## src/rtl/mem_port_arbiter.sv

```systemverilog
// Shares the unified memory between fetch and memory stage, one access at a time.
// Sequences the fixed memory latency and drives the pipeline stall lines.
module mem_port_arbiter #(
  parameter int AW      = 16,
  parameter int DW      = 16,
  parameter int MEM_LAT = 2
) (
  input  logic          clk,
  input  logic          rst,
  input  logic          i_req,
  input  logic [AW-1:0] i_addr,
  output logic [DW-1:0] i_rdata,
  output logic          i_valid,
  input  logic          d_req,
  input  logic          d_we,
  input  logic [AW-1:0] d_addr,
  input  logic [DW-1:0] d_wdata,
  output logic [DW-1:0] d_rdata,
  output logic          d_valid,
  output logic          write_done,
  output logic          mem_en,
  output logic          mem_we,
  output logic [AW-1:0] mem_addr,
  output logic [DW-1:0] mem_wdata,
  input  logic [DW-1:0] mem_rdata,
  output logic          pc_stall,
  output logic          ifid_stall,
  output logic          exmem_stall
);

  typedef enum logic [1:0] {
    IDLE,
    BUSY_I,
    BUSY_D
  } state_t;

  state_t     r_state;
  logic [2:0] r_cnt;
  logic       r_last;
  logic       r_cancel;
  logic       r_we;

  logic w_idle;
  logic w_grant_d;
  logic w_issue;
  logic w_done;
  logic w_drop;

  assign w_idle    = (r_state == IDLE);
  // Data wins ties unless it won the previous tie-capable grant.
  assign w_grant_d = d_req & (~i_req | ~r_last);
  assign w_issue   = ~rst & w_idle & (i_req | d_req);
  assign w_done    = ~rst & ~w_idle & (r_cnt == 3'd0);
  assign w_drop    = (r_state == BUSY_I) ? ~i_req : ~d_req;

  assign i_valid    = w_done & (r_state == BUSY_I) & i_req & ~r_cancel;
  assign d_valid    = w_done & (r_state == BUSY_D) & d_req & ~r_cancel;
  assign write_done = d_valid & r_we;
  assign i_rdata    = mem_rdata;
  assign d_rdata    = mem_rdata;

  assign mem_en    = w_issue;
  assign mem_we    = w_issue & w_grant_d & d_we;
  assign mem_addr  = !w_issue ? '0 : (w_grant_d ? d_addr : i_addr);
  assign mem_wdata = (w_issue & w_grant_d) ? d_wdata : '0;

  assign pc_stall    = ~rst & i_req & ~i_valid;
  assign ifid_stall  = pc_stall;
  assign exmem_stall = ~rst & d_req & ~d_valid;

  always_ff @(posedge clk) begin
    if (rst) begin
      r_state  <= IDLE;
      r_cnt    <= 3'd0;
      r_last   <= 1'b0;
      r_cancel <= 1'b0;
      r_we     <= 1'b0;
    end else begin
      case (r_state)
        IDLE: begin
          if (w_issue) begin
            r_state  <= w_grant_d ? BUSY_D : BUSY_I;
            r_cnt    <= 3'(MEM_LAT - 1);
            r_last   <= w_grant_d;
            r_we     <= w_grant_d & d_we;
            r_cancel <= 1'b0;
          end
        end
        BUSY_I, BUSY_D: begin
          if (r_cnt != 3'd0) begin
            r_cnt <= r_cnt - 3'd1;
            if (w_drop) r_cancel <= 1'b1;
          end else begin
            r_state  <= IDLE;
            r_cancel <= 1'b0;
          end
        end
        default: r_state <= IDLE;
      endcase
    end
  end

endmodule

```

## config.mk

```make
export PLATFORM = sky130hd
export DESIGN_NAME = mem_port_arbiter
export DESIGN_NICKNAME = d
export VERILOG_FILES = /design/src/rtl/mem_port_arbiter.sv
export SDC_FILE = /design/constraint.sdc
export NUM_CORES = 1
export LEC_CHECK = 0
export CAP_MARGIN = 10
export CORE_MARGIN = 3
export CORE_UTILIZATION = 29
export DETAILED_ROUTE_END_ITERATION = 16
export PLACE_DENSITY_LB_ADDON = 0.15
export SETUP_SLACK_MARGIN = 0.3
export SLEW_MARGIN = 0
export SYNTH_ARGS = -nofsm -noshare
export SYNTH_HDL_FRONTEND = slang
export SYNTH_SLANG_ARGS = --single-unit
```

## constraint.sdc

```tcl
create_clock -name clk -period 2.4 [get_ports clk]
set_input_delay 0.24 -clock clk [delete_from_list [all_inputs] [get_ports clk]]
set_output_delay 0.24 -clock clk [all_outputs]
set_load 0.1 [all_outputs]
```

# [Word level (Yosys, flattened, before mapping)]
# Cells that the tools add are included.
[totals] reg_bits=8 in_bits=69 out_inout_bits=72 wordCells=65
[op_classes] addsub=1 eq_ne=6 n_mux=15 bitwise_logic=29 n_reduce_logical=9
[ops] op="two-way mux 16 bit" count=3
[ops] op="AND 1 bit" count=19
[ops] op="NOT 1 bit" count=8
[ops] op="two-way mux 2 bit" count=3
[ops] op="two-way mux 3 bit" count=2
[ops] op="case mux 3 bit (2 select lines)" count=1
[ops] op="AND reduction 3 bit" count=2
[ops] op="two-way mux 1 bit" count=4
[ops] op="!= test 2 bit (second input constant)" count=2
[ops] op="case mux 2 bit (2 select lines)" count=1
[ops] op="AND reduction 2 bit" count=2
[ops] op="logical NOT 3 bit" count=1
[ops] op="!= test 3 bit (second input constant)" count=1
[ops] op="nonzero test 3 bit" count=1
[ops] op="subtractor 3 x 1 -> 3 bit (second input constant)" count=1
[ops] op="== test 2 x 1 -> 1 bit (second input constant)" count=1
[ops] op="== test 2 bit (second input constant)" count=1
[ops] op="logical NOT 2 bit" count=1
[ops] op="!= test 2 x 1 -> 1 bit (second input constant)" count=1
[ops] op="bitwise OR 1 bit" count=2
[ops] op="case mux 1 bit (2 select lines)" count=1
[ops] op="nonzero test 2 bit" count=1
[ops] op="OR reduction 2 bit" count=1

# [Logic depth before layout (Yosys ltp)]
# Gate-level depths: netlist of run 1.
[logic_depth] ltp_word=9 mapped_depth=8

# [Worst setup path before layout of run 1]
# Ideal clock, no wire load.
[synth_path] kind="flip-flop to output port" start="reg r_cnt[0]" end="out exmem_stall" arrival_ns=3.128 required_ns=2.160 slack_ns=-0.968 path_stages_with_launch=7 path_buffers=0 cell_sequence="dfxtp_1 > inv_1 > ha_1 > nand2b_1 > nor3_1 > and3_1 > nor3b_1"
[synth_between] elab_chain_len=7
[synth_rtl] item="start, declared" line="38" source="logic [2:0] r_cnt;"
[synth_rtl] item="start signal, assigned" line="83" source="r_cnt <= 3'(MEM_LAT - 1);"
[synth_rtl] item="start signal, assigned" line="91" source="r_cnt <= r_cnt - 3'd1;"
[synth_rtl] item="logical NOT 3 bit" line="53" source="assign w_done = ~rst & ~w_idle & (r_cnt == 3'd0);"
[synth_rtl] item="AND 1 bit" line="53"
[synth_rtl] item="AND 1 bit (3 in a row)" line="57" source="assign d_valid = w_done & (r_state == BUSY_D) & d_req & ~r_cancel;"
[synth_rtl] item="NOT 1 bit" line="69" source="assign exmem_stall = ~rst & d_req & ~d_valid;"
[synth_rtl] item="AND 1 bit" line="69"
[synth_rtl] item="end, declared" line="28" source="output logic exmem_stall"
# No other way between the ends.

# [Worst setup path in the final report of run 1]
[layout_path] start="reg r_state[1]" end="out mem_addr[4]"
[layout_between] elab_chain_len=4
[layout_rtl] item="start, declared" line="37" source="state_t r_state;"
[layout_rtl] item="start signal, assigned" line="82" source="r_state <= w_grant_d ? BUSY_D : BUSY_I;"
[layout_rtl] item="logical NOT 2 bit" line="49" source="assign w_idle = (r_state == IDLE);"
[layout_rtl] item="AND 1 bit (2 in a row)" line="52" source="assign w_issue = ~rst & w_idle & (i_req | d_req);"
[layout_rtl] item="two-way mux 16 bit" line="64" source="assign mem_addr = !w_issue ? '0 : (w_grant_d ? d_addr : i_addr);"
[layout_rtl] item="end, declared" line="23" source="output logic [AW-1:0] mem_addr,"
# No other way between the ends.

==> metrics.yaml, run 1 <==
outcome: "completed"
skew_ps: 0.696
htreeDepth: 1
drt-initial-drc-count: 45
slew_violations: 0
portBuffers: 92
drive_gt1_share_pct: 36.5
fp.dieH_um: 69.2
clock_latency_ps: 230
wl_per_cell_um: 14.7
post-dp-hpwl_mm: 3.58
utilization_pct: 68.2
routed_wl_mm: 4.26
num_io_pins: 141
startpoint_type: "flip-flop"
seqCellArea_um2: 160
num_vias: 1339
cellPowerDensity_mw_per_mm2: 509
worstPathRequired_ps: 2160
nNetsFinal: 317
slew_headroom_pct: 83.3
synth_edf_count: 0
path_class: "flip-flop to primary output"
grt_pass1_vias: 1275
antenna_found_initial: 0
min_path_type: "input port to primary output"
crit_path_max_fanout: 17
synthesis.area_mm2: 0.00116
cts_max_path_buffers: 2
max_freq_ghz: 0.495
final-setup-viol-count: 0
multi_input_area_um2: 852
fin_crit_sh_pct: 84.2
combPwrFrac_pct: 74.6
finalCriticalPeriod_ps: 2020
design_area_mm2: 0.00255
cp_data_arrival_time_ps: 1780
rows: 22
rsz0062_at_grt: "false"
die_w_um: 69.2
gp_congestion: 0.879
hold_buffers: 0
internal_power_mw: 0.652
syn-num-nets: 253
maxCapViolations: 0
ys_ff_latch: 8
placeableCoreArea_mm2: 0.00374
ctsRootBufferMaster: "clkbuf_8"
power_switching_mw: 0.648
synth-main-ff-cell: "dfxtp_1"
ys_seq_area_share_pct: 13.8
fillers: 290
drcViolationCount: 0
antenna_cells: 0
antenna_left: 0
syn_area_per_cell_um2: 6.47
syn_to_final_growth_pct: 120
grt_start_max_net_pins: 20
overflow: 0
worst_slew_pin_slew_ps: 251
grt_use_total_pct: 17.5
clkPwrFrac_pct: 12.6
swShare_pct: 49.9
clkTransAtPathRegs_ps: 40
fp.dieArea_mm2: 0.00479
placed_cell_area_mm2: 0.00245
final-hold-violation-count: 0
seqPwrFrac_pct: 12.8
synthCells: 179
end_kind: "primary output"
cts_tree: "yes"
initial_core_util_pct: 30.9
p_leak_nw: 1.01
ys_types: 29
ys_warn_count: 0
setup_tns_ps: 0
cts_buffers: 3
first_pass_iters: 4
grt_first_pass_wirelength_mm: 6.90
setup_slack_ps: 380
synthArstFlopShare_pct: 0
cts.sinks: 8
place_ws_ps: 302
ir_drop_uv: 417
fin_hold_ws_ps: 480
vias_per_cell: 4.63
-- per-stage QoR --
step,instances,power (mW)
after detailed placement,284,1.10
after CTS,287,1.29
final,289,1.30
after global placement,284,1.10
after global routing,289,1.35
after floorplan,179,1.01
-- sequential cells by signal (all words and copies together) (netlist names) --
register / flops
r_state: 2
r_cancel: 1
r_last: 1
r_we: 1
r_cnt: 3
-- cells in the mapped netlist, types with 2 or more instances --
master / count / share of area (%)
nand2_1: 39 / 13
buf_4: 33 / 21
and2_1: 21 / 11
a21oi_1: 20 / 8.6
dfxtp_1: 8 / 14
inv_1: 8 / 2.6
buf_2: 7 / 3.0
nor2_1: 7 / 2.3
ha_1: 5 / 5.4
o21ai_0: 5 / 2.2
mux2i_1: 3 / 2.6
nand2b_1: 3 / 1.6
a211oi_1: 2 / 1.3
and3_1: 2 / 1.1
clkbuf_1: 2 / 0.65
-- power groups by stage --
stage | Combinational (mW) | Sequential, mW | Clock (mW)
2_1_floorplan | 0.841 | 0.165 | 0
3_3_place_gp | 0.929 | 0.167 | 0
3_5_place_dp | 0.936 | 0.169 | 0
4_1_cts | 0.956 | 0.166 | 0.167
5_1_grt | 1.01 | 0.168 | 0.171
6_report | 0.970 | 0.167 | 0.163
-- layer usage --
layer	vias to the layer above	global-route usage, %	part of all wire, %	wire (um)
met2	62	31.7	52	2200
met3	5	4.20	7.0	297
met1	596	20.4	41	1730
met4	0	4.56	0.85	36
met5	-	0	0	0
li1	676	-	-	-
-- cell usage in the layout, fill, tap and decap left out --
| cell type | netlist | final |
|---|---|---|
| a211oi_1 | 2 | 2 |
| a211oi_2 | 1 | 1 |
| a21oi_1 | 20 | 3 |
| a21oi_2 | 0 | 7 |
| a21oi_4 | 0 | 10 |
| a221oi_1 | 1 | 1 |
| a22oi_1 | 1 | 1 |
| a311oi_1 | 1 | 1 |
| a31o_2 | 1 | 1 |
| and2_1 | 21 | 11 |
| and2_2 | 0 | 10 |
| and3_1 | 2 | 1 |
| and3_2 | 0 | 1 |
| and4_1 | 1 | 1 |
| buf_12 | 0 | 41 |
| buf_4 | 33 | 9 |
| clkbuf_8 | 0 | 3 |
| clkdlybuf4s50_1 | 0 | 52 |
| dfxtp_1 | 8 | 8 |
| ha_1 | 5 | 4 |
| ha_4 | 0 | 1 |
| inv_1 | 8 | 8 |
| mux2i_1 | 3 | 3 |
| nand2_1 | 39 | 39 |
| nand2b_1 | 3 | 2 |
| nand2b_2 | 0 | 1 |
| nand3_1 | 1 | 1 |
| nor2_1 | 7 | 6 |
| nor2_4 | 0 | 1 |
| nor3_2 | 0 | 1 |
| nor3b_2 | 0 | 1 |
| o21ai_0 | 5 | 5 |
| o21ai_1 | 1 | 1 |
| o22ai_1 | 1 | 1 |
| or3_1 | 1 | 1 |
| or3b_1 | 1 | 1 |
-- area by class of cell --
| cell class | instances | area share (%) |
|---|---|---|
| Inverter | 8 | 1.18 |
| Tap cell | 48 | 2.35 |
| Sequential cell | 8 | 6.27 |
| Timing Repair Buffer | 102 | 55.2 |
| Clock buffer | 3 | 1.62 |
| Multi-Input combinational cell | 120 | 33.4 |
-- cell families after synthesis --
logic type | share of synthesized area (%)
simple gates | 32.5
buf+inv | 28.6
compound gates | 17.1
flops | 13.8
fa+ha+maj | 5.40
mux | 2.59
-- final timing paths --
kind	from	to	slack, ps	cells after the start
worst max-delay path	r_state[1]	mem_addr[4]	380	7
worst min-delay path	mem_rdata[12]	d_rdata[12]	480	0
worst max register to register	r_state[1]	r_cnt[2]	710	7
worst min register to register	r_cnt[0]	r_cnt[0]	490	1
-- worst max-delay path, stage by stage, from the launching register on --
cell and delay, ps:
dfxtp_1 310, inv_1 120, ha_4 190, o21ai_1 100, nand2b_2 230, buf_12 180
a21oi_2 190, buf_12 200
-- repair_timing --
item / in CTS / in global routing
endpoints found under the setup margin: 18 / 9
pin swaps: 0 / 1
buffers inserted: 0 / 2
resized for setup: 7 / 4
Note: power is estimated with default switching activity, not from simulation.
==> run 2: changes to the inputs <==
--- a/config.mk
+++ b/config.mk
@@ -7,7 +7,7 @@
 export LEC_CHECK = 0
 export CAP_MARGIN = 10
 export CORE_MARGIN = 3
-export CORE_UTILIZATION = 29
+export CORE_UTILIZATION = 24
 export DETAILED_ROUTE_END_ITERATION = 16
 export PLACE_DENSITY_LB_ADDON = 0.15
 export SETUP_SLACK_MARGIN = 0.3
==> constraint.sdc (replaced) <==
create_clock -name clk -period 1.8 [get_ports clk]
set_input_delay 0.18 -clock clk [delete_from_list [all_inputs] [get_ports clk]]
set_output_delay 0.18 -clock clk [all_outputs]
set_load 0.1 [all_outputs]
==> run 2 against run 1 <==
Effect of this change:
- worst setup slack lost 340 ps
- global-route usage down 2.3 points
- sequential share of layout area down 0.76 points
- via count rose by 6.3%
- power rose by 60%
- highest routed layer unchanged
==> metrics.yaml, run 2 (synthesis results as in run 1) <==
final-hold-violation-count: 0  # unchanged
cp_data_arrival_time_ps: 1580  # -200 ps
combPwrFrac_pct: 78.4  # +3.8 points
worstPathRequired_ps: 1620  # -540 ps
path_delay_family: "simple AND/OR/NAND/NOR gates"
design_area_mm2: 0.00299  # +17%
grt_first_pass_wirelength_mm: 6.70  # -2.9%
placed_cell_area_mm2: 0.00271  # +11%
worstHoldPathCells: 0  # unchanged
routed_wl_mm: 4.57  # +7.2%
first_pass_iters: 4  # unchanged
globalRouteMet1Util_pct: 16.9  # -3.6 points
cp_common_cell: "and3_4"
final_cell_mix: "clkdlybuf4s50_1 (50), buf_12 (45), nand2_1 (38), buf_4 (20), and2_4 (18)"
rows: 24  # +9.1%
worst_slew_pin_slew_ps: 311  # +59.7 ps
antenna_cells: 0  # unchanged
place_ws_ps: -31.6  # -334 ps
skew_ps: 4.23  # +3.54 ps
vias_per_cell: 4.55  # -1.8%
initial_core_util_pct: 25.7  # -5.2 points
grt_use_total_pct: 15.2  # -2.3 points
drt-initial-drc-count: 24  # -47%
max_freq_ghz: 0.567
path_cells: "inv_2 -> ha_4 -> nor3_4 -> and3_4 -> and3_4 -> buf_12"
top_regs: "r_cnt: 3 flops, r_state: 2 flops"
end_kind: "primary output"
wl_per_cell_um: 14.6  # -1.0%
cts.sinks: 8  # unchanged
path_class: "flip-flop to primary output"
startpoint_type: "flip-flop"
syn_to_final_growth_pct: 158
critical_path.max_stage_delay_ps: 340  # +30 ps
utilization_pct: 66.4  # -1.7 points
p_total_mw: 2.09  # +60%
post-dp-hpwl_mm: 3.62  # +0.98%
fin_crit_sh_pct: 98.0
min_path_type: "input port to primary output"
hold_buffers: 0  # unchanged
reg2regPathDepth: 8  # +1
timing.rr.start: "r_state[1]"
cts_buffers: 3  # unchanged
power_switching_mw: 0.994  # +53%
path_buf_inv: 2  # -1
clkPwrFrac_pct: 10.7  # -1.9 points
fillers: 357  # +23%
crit_path_max_fanout: 5  # -12
cellPowerDensity_mw_per_mm2: 697  # +37%
clock_latency_ps: 230  # about the same
grt_start_max_net_pins: 20  # unchanged
setup_tns_ps: 0  # unchanged
largest_reg_flops: 3  # unchanged
outcome: "completed"
antenna_left: 0  # unchanged
nNetsFinal: 337  # +6.3%
swShare_pct: 47.6  # -2.2 points
finalCriticalPeriod_ps: 1760
regMostFlops: "r_cnt"
placeableCoreArea_mm2: 0.00450  # +20%
ctsRootBufferMaster: "clkbuf_8"
slew_violations: 0  # unchanged
seqPwrFrac_pct: 10.9  # -1.9 points
timing.rr.end: "r_cnt[0]"
rsz0062_at_grt: "true"
seqCellArea_um2: 165  # +3.1%
setup_slack_ps: 35.7  # -345 ps
overflow: 0  # unchanged
final-setup-viol-count: 0  # unchanged
slew_headroom_pct: 79.2  # -4.1 points
use_met3_pct: 3.03  # -1.2 points
cts_tree: "yes"
num_io_pins: 141  # unchanged
r2r_slack_ps: 60  # -650 ps
ir_drop_uv: 484  # +16%
htreeDepth: 1  # unchanged
gp_congestion: 0.783  # -11%
maxCapViolations: 0  # unchanged
drcViolationCount: 0  # unchanged
whs_endpoint: "i_rdata[14]"
cp_slowest_cell: "dfxtp_2"
fp.dieArea_mm2: 0.00570  # +19%
final_common_cell: "clkdlybuf4s50_1"
grt_pass1_vias: 1372  # +7.6%
antenna_found_initial: 0  # unchanged
p_leak_nw: 1.16  # +15%
busiest_layer: "met2"
cts_max_path_buffers: 2  # unchanged
num_vias: 1424  # +6.3%
portBuffers: 92  # unchanged
grtUsageMet2_pct: 30.5  # -1.2 points
hp-start: "mem_rdata[14]"
die_w_um: 75.5  # +9.1%
multi_input_area_mm2: 0.00106  # +25%
fp.dieH_um: 75.5  # +9.1%
drive_gt1_share_pct: 53.3  # +17 points
internal_power_mw: 1.09  # +68%
clkTransAtPathRegs_ps: 40  # about the same
## run 2: changes by cell type in the layout (fill, tap and decap cells not counted), moves of 4 or more
cell and delta:
dfxtp_2 +4, and2_2 -10, a21oi_2 -7, buf_12 +4, buf_6 +5, a21oi_4 +7, and2_1 -8, dfxtp_1 -4
inv_2 +4, buf_4 +11, and2_4 +18, inv_1 -5
## run 2: metrics by stage
step                      hold WS [ps]  cells
final                              360    313
after global routing               360    313
after CTS                          361    308
after detailed placement           361    292
after global placement             361    292
after floorplan                    328    179
## run 2: worst max path at each step
stage,startpoint,endpoint,slack (ps),cells past startpoint
2_1_floorplan,r_state[1],exmem_stall,-60,6
3_3_place_gp,i_req,mem_addr[7],-20,6
3_5_place_dp,d_req,r_cnt[2],-30,6
4_1_cts,r_state[0],mem_addr[2],40,7
5_1_grt,r_state[1],write_done,-10,6
6_report,r_state[1],write_done,40,6
## run 2: power groups by stage
| stage | combinational, mW | sequential [mW] | clock, mW |
|---|---|---|---|
| 6_report | 1.63 | 0.227 | 0.224 |
| 5_1_grt | 1.72 | 0.230 | 0.241 |
| 4_1_cts | 1.55 | 0.226 | 0.229 |
| 3_5_place_dp | 1.42 | 0.230 | 0 |
| 3_3_place_gp | 1.41 | 0.229 | 0 |
| 2_1_floorplan | 1.27 | 0.226 | 0 |
## run 2: per-layer routing
metal,share of wire [%],wire length (um),vias to the layer above
li1,-,-,715
met1,37,1680,637
met2,53,2430,67
met3,9.2,421,5
met4,0.72,33,0
met5,0,0,-
## run 2: area by class of cell
type / instances / area share [%]
timing repair buffer: 122 / 54.3
multi-input combinational: 120 / 35.5
sequential: 8 / 5.52
tap: 52 / 2.17
clock buffer: 3 / 1.38
inverter: 8 / 1.13
## run 2: what timing repair did
action,CTS,global route
setup buffers,13,5
pin swaps,10,8
setup endpoints to repair,44,45
gates resized for setup,17,10
==> run 3: changes to the inputs <==
--- a/config.mk
+++ b/config.mk
@@ -9,7 +9,7 @@
 export CORE_MARGIN = 3
 export CORE_UTILIZATION = 24
 export DETAILED_ROUTE_END_ITERATION = 16
-export PLACE_DENSITY_LB_ADDON = 0.15
+export PLACE_DENSITY = 0.86
 export SETUP_SLACK_MARGIN = 0.3
 export SLEW_MARGIN = 0
 export SYNTH_ARGS = -nofsm -noshare
==> run 3 against run 2 <==
Effect of this change:
- clock-buffer cell count stayed put
- routed wire length is 5.7% higher
- combinational power is 4% lower
- highest routed layer unchanged
- critical path depth stayed put
- sequential share of layout area is 0.087 points higher
- clock power is 2% lower
- clock skew is 1.2 ps lower
==> metrics.yaml, run 3 (synthesis results as in run 1) <==
outcome: "completed"
startpoint_type: "flip-flop"
cts_max_path_buffers: 2  # unchanged
crit_path_max_fanout: 6  # +1
nNetsFinal: 333  # -1.2%
cts_tree: "yes"
seqCellArea_um2: 165  # unchanged
placeableCoreArea_mm2: 0.00450  # unchanged
routed_wl_mm: 4.82  # +5.7%
multi_input_area_mm2: 0.00104  # -2.5%
hold_buffers: 0  # unchanged
worst_slew_pin_slew_ps: 282  # -28.3 ps
initial_core_util_pct: 25.7  # unchanged
path_class: "flip-flop to primary output"
maxCapViolations: 0  # unchanged
wl_per_cell_um: 15.6  # +7.0%
ctsRootBufferMaster: "clkbuf_8"
fin_crit_sh_pct: 97.6  # -0.43 points
fp.dieArea_mm2: 0.00570  # unchanged
final_common_cell: "clkdlybuf4s50_1"
grt_use_total_pct: 15.4  # +0.25 points
grt_first_pass_wirelength_mm: 6.87  # +2.5%
setup_slack_ps: 43.4  # +7.71 ps
overflow: 0  # unchanged
place_ws_ps: 10.1  # +41.7 ps
rows: 24  # unchanged
end_kind: "primary output"
first_pass_iters: 4  # unchanged
antenna_left: 0  # unchanged
min_path_type: "input port to primary output"
clock_latency_ps: 230  # about the same
slew_violations: 0  # unchanged
grt_pass1_vias: 1494  # +8.9%
final-hold-violation-count: 0  # unchanged
drive_gt1_share_pct: 51.8  # -1.5 points
cts.sinks: 8  # unchanged
skew_ps: 3.00  # -1.24 ps
slew_headroom_pct: 81.2  # +2.0 points
final-setup-viol-count: 0  # unchanged
fp.dieH_um: 75.5  # unchanged
num_io_pins: 141  # unchanged
clkTransAtPathRegs_ps: 40  # about the same
htreeDepth: 1  # unchanged
drcViolationCount: 0  # unchanged
largest_reg_flops: 3  # unchanged
die_w_um: 75.5  # unchanged
antenna_cells: 0  # unchanged
ir_drop_uv: 533  # +10%
antenna_found_initial: 0  # unchanged
regMostFlops: "r_cnt"
drt-initial-drc-count: 38  # +58%
grt_start_max_net_pins: 20  # unchanged
syn_to_final_growth_pct: 154
gp_congestion: 0.827  # +5.5%
finalCriticalPeriod_ps: 1760  # -7.71 ps
cp_data_arrival_time_ps: 1580  # about the same
post-dp-hpwl_mm: 3.65  # +0.93%
portBuffers: 92  # unchanged
setup_tns_ps: 0  # unchanged
cellPowerDensity_mw_per_mm2: 687  # -1.5%
max_freq_ghz: 0.569  # +0.44%
fillers: 340  # -4.8%
vias_per_cell: 4.82  # +5.8%
num_vias: 1488  # +4.5%
worstPathRequired_ps: 1620  # about the same
top_regs: "r_cnt: 3 flops, r_state: 2 flops"
cts_buffers: 3  # unchanged
p_leak_nw: 1.15  # -1.4%
final_cell_mix: "clkdlybuf4s50_1 (50), buf_12 (45), nand2_1 (37), and2_4 (18)"
rsz0062_at_grt: "true"
==> run 3: per-layer routing <==
layer  up-vias  part of all wire [%]  global-route usage [%]
met2        68                    55                    29.0
met5         -                     0                       0
met1       687                    33                    15.5
met3        27                   8.1                    4.49
li1        706                     -                       -
met4         0                   4.1                    7.18
==> run 3: power by group <==
part | switching [mW] | internal [mW]
clock | 0.0737 | 0.145
combinational | 0.883 | 0.690
sequential | 0.0219 | 0.209
total | 0.979 | 1.04
==> run 3: final timing paths <==
kind | slack, ps | from | end | cells past startpoint
min reg2reg | 540 | r_cnt[2] | r_cnt[2] | 2
min | 360 | mem_rdata[13] | i_rdata[13] | 0
max | 40 | r_state[1] | mem_wdata[2] | 6
max reg2reg | 200 | r_state[1] | r_cnt[1] | 6
==> run 3: worst max-delay path: stages, from the launching register on <==
cell and delay, ps:
dfxtp_2 320, inv_2 70, ha_4 190, and4_4 300, clkbuf_16 160, and2_4 150
buf_12 160
==> run 3: what timing repair did <==
item	in CTS	in global routing
cloned	0	2
resized for setup	12	8
setup endpoints to repair	44	46
buffers inserted	10	4
pin swaps	6	9
==> run 3: stage by stage <==
stage / util, % / hold WS, ps / total power [mW] / cells / cell area [um^2]
detailed placement: 59.9 / 361 / 1.64 / 290 / 2700
CTS: 63.0 / 361 / 1.94 / 303 / 2840
global placement: 59.9 / 361 / 1.62 / 290 / 2700
finish: 65.4 / 360 / 2.02 / 309 / 2950
floorplan: - / 328 / 1.50 / 179 / 1550
global route: 65.4 / 360 / 2.11 / 309 / 2950
==> run 3: cell type report <==
cell class / count / area share (%)
Inverter: 8 / 1.15
Timing Repair Buffer: 118 / 54.5
Multi-Input combinational cell: 120 / 35.2
Tap cell: 52 / 2.21
Sequential cell: 8 / 5.61
Clock buffer: 3 / 1.40
